## config.mk

```make
export PLATFORM = sky130hd
export DESIGN_NAME = q_8_8_driver
export DESIGN_NICKNAME = d
export VERILOG_FILES = /design/src/rtl/q_8_8_pkg.sv /design/src/rtl/q_8_8_driver.sv
export SDC_FILE = /design/constraint.sdc
export NUM_CORES = 1
export LEC_CHECK = 0
export BUFFER_PORTS_ARGS = -buffer_cell sky130_fd_sc_hd__buf_4
export CAP_MARGIN = 30
export CELL_PAD_IN_SITES_DETAIL_PLACEMENT = 0
export CELL_PAD_IN_SITES_GLOBAL_PLACEMENT = 1
export CORE_ASPECT_RATIO = 0.7
export CORE_UTILIZATION = 35
export CTS_CLUSTER_DIAMETER = 150
export DETAILED_ROUTE_END_ITERATION = 12
export PLACE_DENSITY = 0.81
export SLEW_MARGIN = 0
export SYNTH_ARGS = -nofsm -noshare
export SYNTH_HDL_FRONTEND = slang
export SYNTH_SLANG_ARGS = --single-unit
```

## constraint.sdc

```tcl
create_clock -name clk -period 2.5 [get_ports clk]
set_input_delay 0.5 -clock clk [delete_from_list [all_inputs] [get_ports clk]]
set_output_delay 0.5 -clock clk [all_outputs]
set_load 0.1 [all_outputs]
```

## src/rtl/q_8_8_pkg.sv

```systemverilog
// q_8_8_pkg: shared types for the q_8_8 fixed-point core and its driver.
//   drv_state_t : driver handshake FSM states
//   op_t        : operation class derived from operand A
//   classify_op : maps operand A to its op_t
package q_8_8_pkg;

    typedef enum logic [1:0] {
        S_IDLE,
        S_ISSUE,
        S_WAIT,
        S_HOLD
    } drv_state_t;

    typedef enum logic [1:0] {
        OP_CLR = 2'd0,
        OP_DIV = 2'd1,
        OP_MUL = 2'd2
    } op_t;

    // Negative A selects divide, zero A clears, anything else multiplies.
    function automatic op_t classify_op(input logic [15:0] a);
        if (a[15]) begin
            return OP_DIV;
        end else if (a == 16'h0000) begin
            return OP_CLR;
        end else begin
            return OP_MUL;
        end
    endfunction

endpackage

```

## src/rtl/q_8_8_driver.sv

```systemverilog
// q_8_8_driver: initiator for the q_8_8 start/rdy handshake.
//   Accepts Q8.8 operand pairs on a valid/ready stream, issues each to one
//   q_8_8 core, captures C/carry on completion (or aborts after TIMEOUT
//   cycles) and presents the result on a valid/ready stream.
// Ports:
//   clk, rst                         clock, synchronous active-high reset
//   in_valid/in_ready/in_a/in_b      operand stream (in_ready while idle)
//   out_valid/out_ready              result stream (out_valid while holding)
//   out_c/out_carry/out_op/out_err   result C, carry (MUL only), op class, timeout flag
//   core_start/core_a/core_b         to q_8_8
//   core_rdy/core_c/core_carry       from q_8_8
//   busy                             an operation is in progress
//   txn_count                        error-free results handed off (wraps)
module q_8_8_driver
    import q_8_8_pkg::*;
#(
    parameter int unsigned TIMEOUT = 16,
    parameter int unsigned CNT_W   = 16
) (
    input  logic             clk,
    input  logic             rst,
    input  logic             in_valid,
    output logic             in_ready,
    input  logic [15:0]      in_a,
    input  logic [15:0]      in_b,
    output logic             out_valid,
    input  logic             out_ready,
    output logic [15:0]      out_c,
    output logic             out_carry,
    output logic [1:0]       out_op,
    output logic             out_err,
    output logic             core_start,
    output logic [15:0]      core_a,
    output logic [15:0]      core_b,
    input  logic             core_rdy,
    input  logic [15:0]      core_c,
    input  logic             core_carry,
    output logic             busy,
    output logic [CNT_W-1:0] txn_count
);

    localparam logic [15:0] WAIT_LAST = 16'(TIMEOUT - 1);

    drv_state_t       state_q, state_d;
    logic [15:0]      a_q, b_q;
    op_t              op_q;
    logic [15:0]      out_c_q;
    logic             out_carry_q;
    logic             out_err_q;
    logic [15:0]      wait_cnt_q;
    logic             seen_low_q;
    logic [CNT_W-1:0] txn_count_q;

    logic do_latch, do_done, do_abort, do_handoff, timed_out;

    // State register
    always_ff @(posedge clk) begin
        if (rst) begin
            state_q <= S_IDLE;
        end else begin
            state_q <= state_d;
        end
    end

    // Next state, datapath strobes and state-decoded outputs
    always_comb begin
        state_d    = state_q;
        do_latch   = 1'b0;
        do_done    = 1'b0;
        do_abort   = 1'b0;
        do_handoff = 1'b0;
        timed_out  = (wait_cnt_q == WAIT_LAST);
        in_ready   = (state_q == S_IDLE);
        core_start = (state_q == S_ISSUE);
        out_valid  = (state_q == S_HOLD);
        busy       = (state_q != S_IDLE);

        case (state_q)
            S_IDLE: begin
                if (in_valid) begin
                    do_latch = 1'b1;
                    state_d  = S_ISSUE;
                end
            end
            S_ISSUE: begin
                // Timeout beats the core accepting start in the same cycle.
                if (timed_out) begin
                    do_abort = 1'b1;
                    state_d  = S_HOLD;
                end else if (core_rdy) begin
                    state_d = S_WAIT;
                end
            end
            S_WAIT: begin
                // rdy only signals completion after it has been seen low.
                if (seen_low_q && core_rdy) begin
                    do_done = 1'b1;
                    state_d = S_HOLD;
                end else if (timed_out) begin
                    do_abort = 1'b1;
                    state_d  = S_HOLD;
                end
            end
            S_HOLD: begin
                if (out_ready) begin
                    do_handoff = 1'b1;
                    state_d    = S_IDLE;
                end
            end
            default: state_d = S_IDLE;
        endcase
    end

    // Operand, result and counter registers
    always_ff @(posedge clk) begin
        if (rst) begin
            a_q         <= '0;
            b_q         <= '0;
            op_q        <= OP_CLR;
            out_c_q     <= '0;
            out_carry_q <= 1'b0;
            out_err_q   <= 1'b0;
            wait_cnt_q  <= '0;
            seen_low_q  <= 1'b0;
            txn_count_q <= '0;
        end else begin
            if (do_latch) begin
                a_q        <= in_a;
                b_q        <= in_b;
                op_q       <= classify_op(in_a);
                wait_cnt_q <= '0;
                seen_low_q <= 1'b0;
            end else if (state_q == S_ISSUE || state_q == S_WAIT) begin
                wait_cnt_q <= wait_cnt_q + 16'd1;
                if (state_q == S_WAIT && !core_rdy) begin
                    seen_low_q <= 1'b1;
                end
            end

            if (do_done) begin
                out_c_q     <= core_c;
                // The core leaves a stale carry on non-multiply ops.
                out_carry_q <= (op_q == OP_MUL) ? core_carry : 1'b0;
                out_err_q   <= 1'b0;
            end else if (do_abort) begin
                out_c_q     <= '0;
                out_carry_q <= 1'b0;
                out_err_q   <= 1'b1;
            end

            if (do_handoff && !out_err_q) begin
                txn_count_q <= txn_count_q + 1'b1;
            end
        end
    end

    assign core_a    = a_q;
    assign core_b    = b_q;
    assign out_c     = out_c_q;
    assign out_carry = out_carry_q;
    assign out_op    = op_q;
    assign out_err   = out_err_q;
    assign txn_count = txn_count_q;

endmodule
```

# Word level (Yosys, flattened, before mapping)
# Cells that the tools add are included.
[op_classes] add_sub_neg=2 mul=0 n_div=0 n_lt_le_gt_ge=0 n_eq_ne=9 n_shift=0 muxes=23 bitwise_logic=0 reduce_logical=14
[op_table] operator="$add 16x1->16 const B" count=2
[op_table] operator="$mux 16" count=2
[op_table] operator="$eq 16x4->1 const B" count=1
[op_table] operator="$logic_not 16->1" count=1
[op_table] operator="$mux 2" count=8
[op_table] operator="$mux 1" count=11
[op_table] operator="$pmux 2 s4" count=1
[op_table] operator="$eq 2x2->1 const B" count=3
[op_table] operator="$reduce_and 4->1" count=1
[op_table] operator="$reduce_bool 2->1" count=2
[op_table] operator="$reduce_or 2->1" count=2
[op_table] operator="$logic_and 1x1->1" count=3
[op_table] operator="$ne 3x1->1 const B" count=1
[op_table] operator="$ne 3x3->1 const B" count=1
[op_table] operator="$eq 2x1->1 const B" count=1
[op_table] operator="$logic_not 1->1" count=2
[op_table] operator="$logic_not 2->1" count=1
[op_table] operator="$ne 2x1->1 const B" count=1
[op_table] operator="$ne 2x2->1 const B" count=1
[op_table] operator="$pmux 1 s2" count=1
[op_table] operator="$reduce_and 2->1" count=1
[op_table] operator="$logic_or 1x1->1" count=1
[word_totals] register_bits=87 latch_bits=0 ram_bits=0 romBits=0 input_bits=54 output_inout_bits=72 word_cells=58 memories=0

# Logic depth before layout (Yosys ltp)
[logic_depth] ltp_word=6 ltp_mapped=7 ltp_nobuf=6

# Worst setup path before layout
# OpenSTA, ideal clock, no wires.
[synth_path] path_kind="register -> register" start="register state_q[0]" end="register txn_count_q[14] (netlist: txn_count[14])" setup_ns=0.071 arrival_time_ns=2.672 t_required_ns=2.429 setup_slack_ns=-0.243 path_stages_with_launch=7 path_buffers=1 period_less_slack_ns=2.743 path_cell_list="dfxtp_1 > ha_1 > nand3b_1 > buf_6 > or3_4 > or4_1 > a21oi_1"
[synth_via] elab_chain_len=3
[synth_lines] item="start: declaration" line="q_8_8_driver.sv:44" rtl="drv_state_t state_q, state_d;"
[synth_lines] item="start signal: assignment" line="q_8_8_driver.sv:61" rtl="state_q <= state_d;"
[synth_lines] item="$eq 2x2->1"
[synth_lines] item="net out_valid" line="q_8_8_driver.sv:26" rtl="output logic out_valid,"
[synth_lines] item="$mux 1" line="q_8_8_driver.sv:78" rtl="case (state_q)"
[synth_lines] item="$logic_and 1x1->1" line="q_8_8_driver.sv:151" rtl="if (do_handoff && !out_err_q) begin"
[synth_lines] item="end signal: assignment" line="q_8_8_driver.sv:152" rtl="txn_count_q <= txn_count_q + 1'b1;"
[synth_lines] item="end: declaration" line="q_8_8_driver.sv:52" rtl="logic [CNT_W-1:0] txn_count_q;"
# The timed path passes the listed nets, and every way through them passes these cells.
# A chain may end at the register's enable or synchronous reset.

# Worst setup path after layout
[layout_path] start="register state_q[0]" end="register txn_count_q[15] (netlist: txn_count[15])"
[layout_via] elab_chain_len=3
[layout_lines] item="$eq 2x2->1" line="q_8_8_driver.sv:78"
[layout_lines] item="$mux 1" line="q_8_8_driver.sv:78"
[layout_lines] item="$logic_and 1x1->1" line="q_8_8_driver.sv:151"
# No other way between the ends.

==> impl_metrics.ini <==
[pwr]
pwr-share-clk_pct = 28.3
power.leakage_nw = 1.952
ir_drop_mv = 0.5729
power_mw = 4.847
pwr-share-seq_pct = 32.6
power.density_mw_per_mm2 = 986.2
swShare_pct = 42.12
p_int_mw = 2.805
switchingPower_mw = 2.042
power_frac_comb_pct = 39.1

[timing]
period_needed_ns = 2.180
tightestPinTransition_ns = 0.6642
clock.fmax_ghz = 0.4588
rsz0062_at_grt = no
fin_worst_skew_ns = 0.006699
hold_violations = 0
setup_viol = 0
finalSetupTns_ns = 0
max_slew_margin_pct = 55.59
fin_crit_sh_pct = 87.18
holdWs_ns = 0.4151
maxSlewViolCount = 0

[critical_path]
rrSetupSlack_ns = 0.32
cp.arrival_ns = 2.44
endpoint_kind = flop
worstPathRequired_ns = 2.76
critPathLaunchType = flop
critPathMaxFanout = 7
r2r-end = txn_count[15]$_SDFFE_PP0P_
r2r_cells = 5
crit_type = flop to flop
crit_end = txn_count[15]$_SDFFE_PP0P_
critPathLaunch = state_q[0]$_SDFFE_PP0P_
r2r_start = state_q[0]$_SDFFE_PP0P_

[clock_network]
cts_resized = 0
cts-root-buf = clkbuf_16
clk_pin_slew_worst_paths_ns = 0.06
clkSinkCount = 86
clk_latency_ns = 0.33
cts_tree = built
cts_inserted_buffers = 9
clk_path_buf_depth = 2
htree_levels = 3
postCtsSetupRepairBufs = 0
hold_buffers = 0

[finish]
num_antenna_cells = 0
num-nets-final = 612
areaGrowthSynthToFinish_pct = 38.07
fin_util_pct = 50.17
final_cell_mix = buf_4, nand2_1, dfxtp_1, a21oi_1, nor2_1
layoutNonFillerInstCount = 684
layout-drive-gt1-share_pct = 27.16
layout_commonest_cell = buf_4

[synth]
synth-seq-cells = 86
synthAdderAreaFrac_pct = 2.109
synth_ff_type = dfxtp_1
synth_compound_area_share_pct = 16.98
synth_simple_gate_area_share_pct = 23.44
synth_mux_area_share_pct = 0.5624
synth_edf_count = 0
synth_top_family_by_area = simple AND/OR/NAND/NOR gates
synth_cells = 435
async_reset_ff_share_pct = 0
synth_area_mm2 = 0.003560
ys_warn_count = 0
synth_cell_types = 41
avgSynthCellArea_um2 = 8.183
synth-xor-area-share_pct = 4.183
yosysSeqAreaShare_pct = 48.37
synth_nets = 495

[die]
dieWidth_um = 122.5
core_mm2 = 0.009797
num_rows = 30
initial_utilization_pct = 36.33
dieHeight_um = 86.38
top_level_ports = 126
die-area_mm2 = 0.01058

[hold_path]
hold_class = input pin to flop

[route]
wl_per_cell_um = 13.58
ant_nets = 0
vias = 3372
drc_errors = 0
dr.pass1.iters = 4
finalWirelength_um = 9289
first_iter_violations = 216
via_per_inst = 4.930

[placement]
place_inst = 669
routabilityCongestion = 0.7838
place.detailed.hpwl_um = 6537
portBuffers = 125

[global_route]
grt-ovfl-total = 0
antenna_found_initial = 0
grt_pass1_vias = 3146
gr-usage-all-layers_pct = 17.96
grt_max_degree = 34
grt_pass1_wl_um = 14930

[status]
status = complete, no violations

[job]
max_cap_viol_count = 0
through the flow:
step / instance area, µm² / setup WS, ns
2_1_floorplan: 3565 / 0.02178
6_report: 4915 / 0.3204
5_1_grt: 4915 / 0.1529
4_1_cts: 4915 / 0.3428
3_5_place_dp: 4609 / 0.3623
3_3_place_gp: 4609 / 0.4378
layout make-up:
| class | instances | area [µm²] |
|---|---|---|
| clock buffer | 11 | 232.7 |
| clock inverter | 4 | 72.57 |
| inverter | 11 | 41.29 |
| fill | 965 | 4882 |
| multi-input combinational | 311 | 1688 |
| sequential | 86 | 1722 |
| timing repair buffer | 133 | 998.5 |
| tap | 128 | 160.2 |
sequential cells by signal, summed over array words and instances, names as in the netlist:
signal,flops
seen_low_q,1
wait_cnt_q,16
state_q,2
core_a,15
out_op,2
txn_count,16
out_carry,1
out_err,1
out_c,16
core_b,16
critical path, stage by stage, from the launching register on:
cell,delay (ns)
dfxtp_1,0.45
ha_2,0.25
nand3b_1,0.23
or3_1,0.55
or4_1,0.50
a21oi_1,0.14
Yosys cell counts, drive strengths merged, types with 5 or more instances:
library cell  instances  area share, %
nand3                10            1.4
buf                   5           0.88
o21ai                11            1.5
inv                  11            1.2
a21oi                66            9.3
or3                  11            2.1
ha                    6            2.1
nor4                 10            1.8
nand4                 6            1.1
dfxtp                86             48
nand2                97             10
clkbuf               22            2.3
xor2                  5            1.2
xnor2                12            3.0
nor2                 24            2.5
o211ai               17            3.6
per-layer routing:
layer	vias to the layer above	global-route usage [%]	routed length, µm
met2	92	27.78	4144
met5	-	0	0
met1	1536	23.04	4408
li1	1739	-	-
met4	0	5.543	61
met3	5	6.974	675
worst min path at each step:
stage	startpoint	end	depth (start not counted)	slack (ns)
after floorplan	wait_cnt_q[15]$_SDFFE_PP0P_	wait_cnt_q[15]$_SDFFE_PP0P_	2	0.46
after global placement	core_b[13]$_SDFFE_PP0P_	core_b[13]$_SDFFE_PP0P_	2	0.44
after detailed placement	core_b[0]$_SDFFE_PP0P_	core_b[0]$_SDFFE_PP0P_	2	0.45
after CTS	in_b[0]	core_b[0]$_SDFFE_PP0P_	3	0.40
after global routing	in_b[0]	core_b[0]$_SDFFE_PP0P_	3	0.40
final	in_b[0]	core_b[0]$_SDFFE_PP0P_	3	0.42
power groups by stage:
stage               clock, mW  combinational, mW  sequential (mW)
floorplan                   0              0.793             2.29
global placement            0               1.88             1.60
global route             1.46               1.99             1.60
CTS                      1.40               1.90             1.58
finish                   1.37               1.89             1.58
detailed placement          0               1.90             1.61
kinds of logic after synthesis:
logic type | Yosys count
adder cells (fa/ha/maj) | 6
multiplexers | 2
buffers and inverters | 38
flip-flops | 86
XOR/XNOR | 17
AND/OR/NAND/NOR | 180
AO/OA/AOI/OAI | 106
Note: power is estimated with default switching activity, not from simulation.
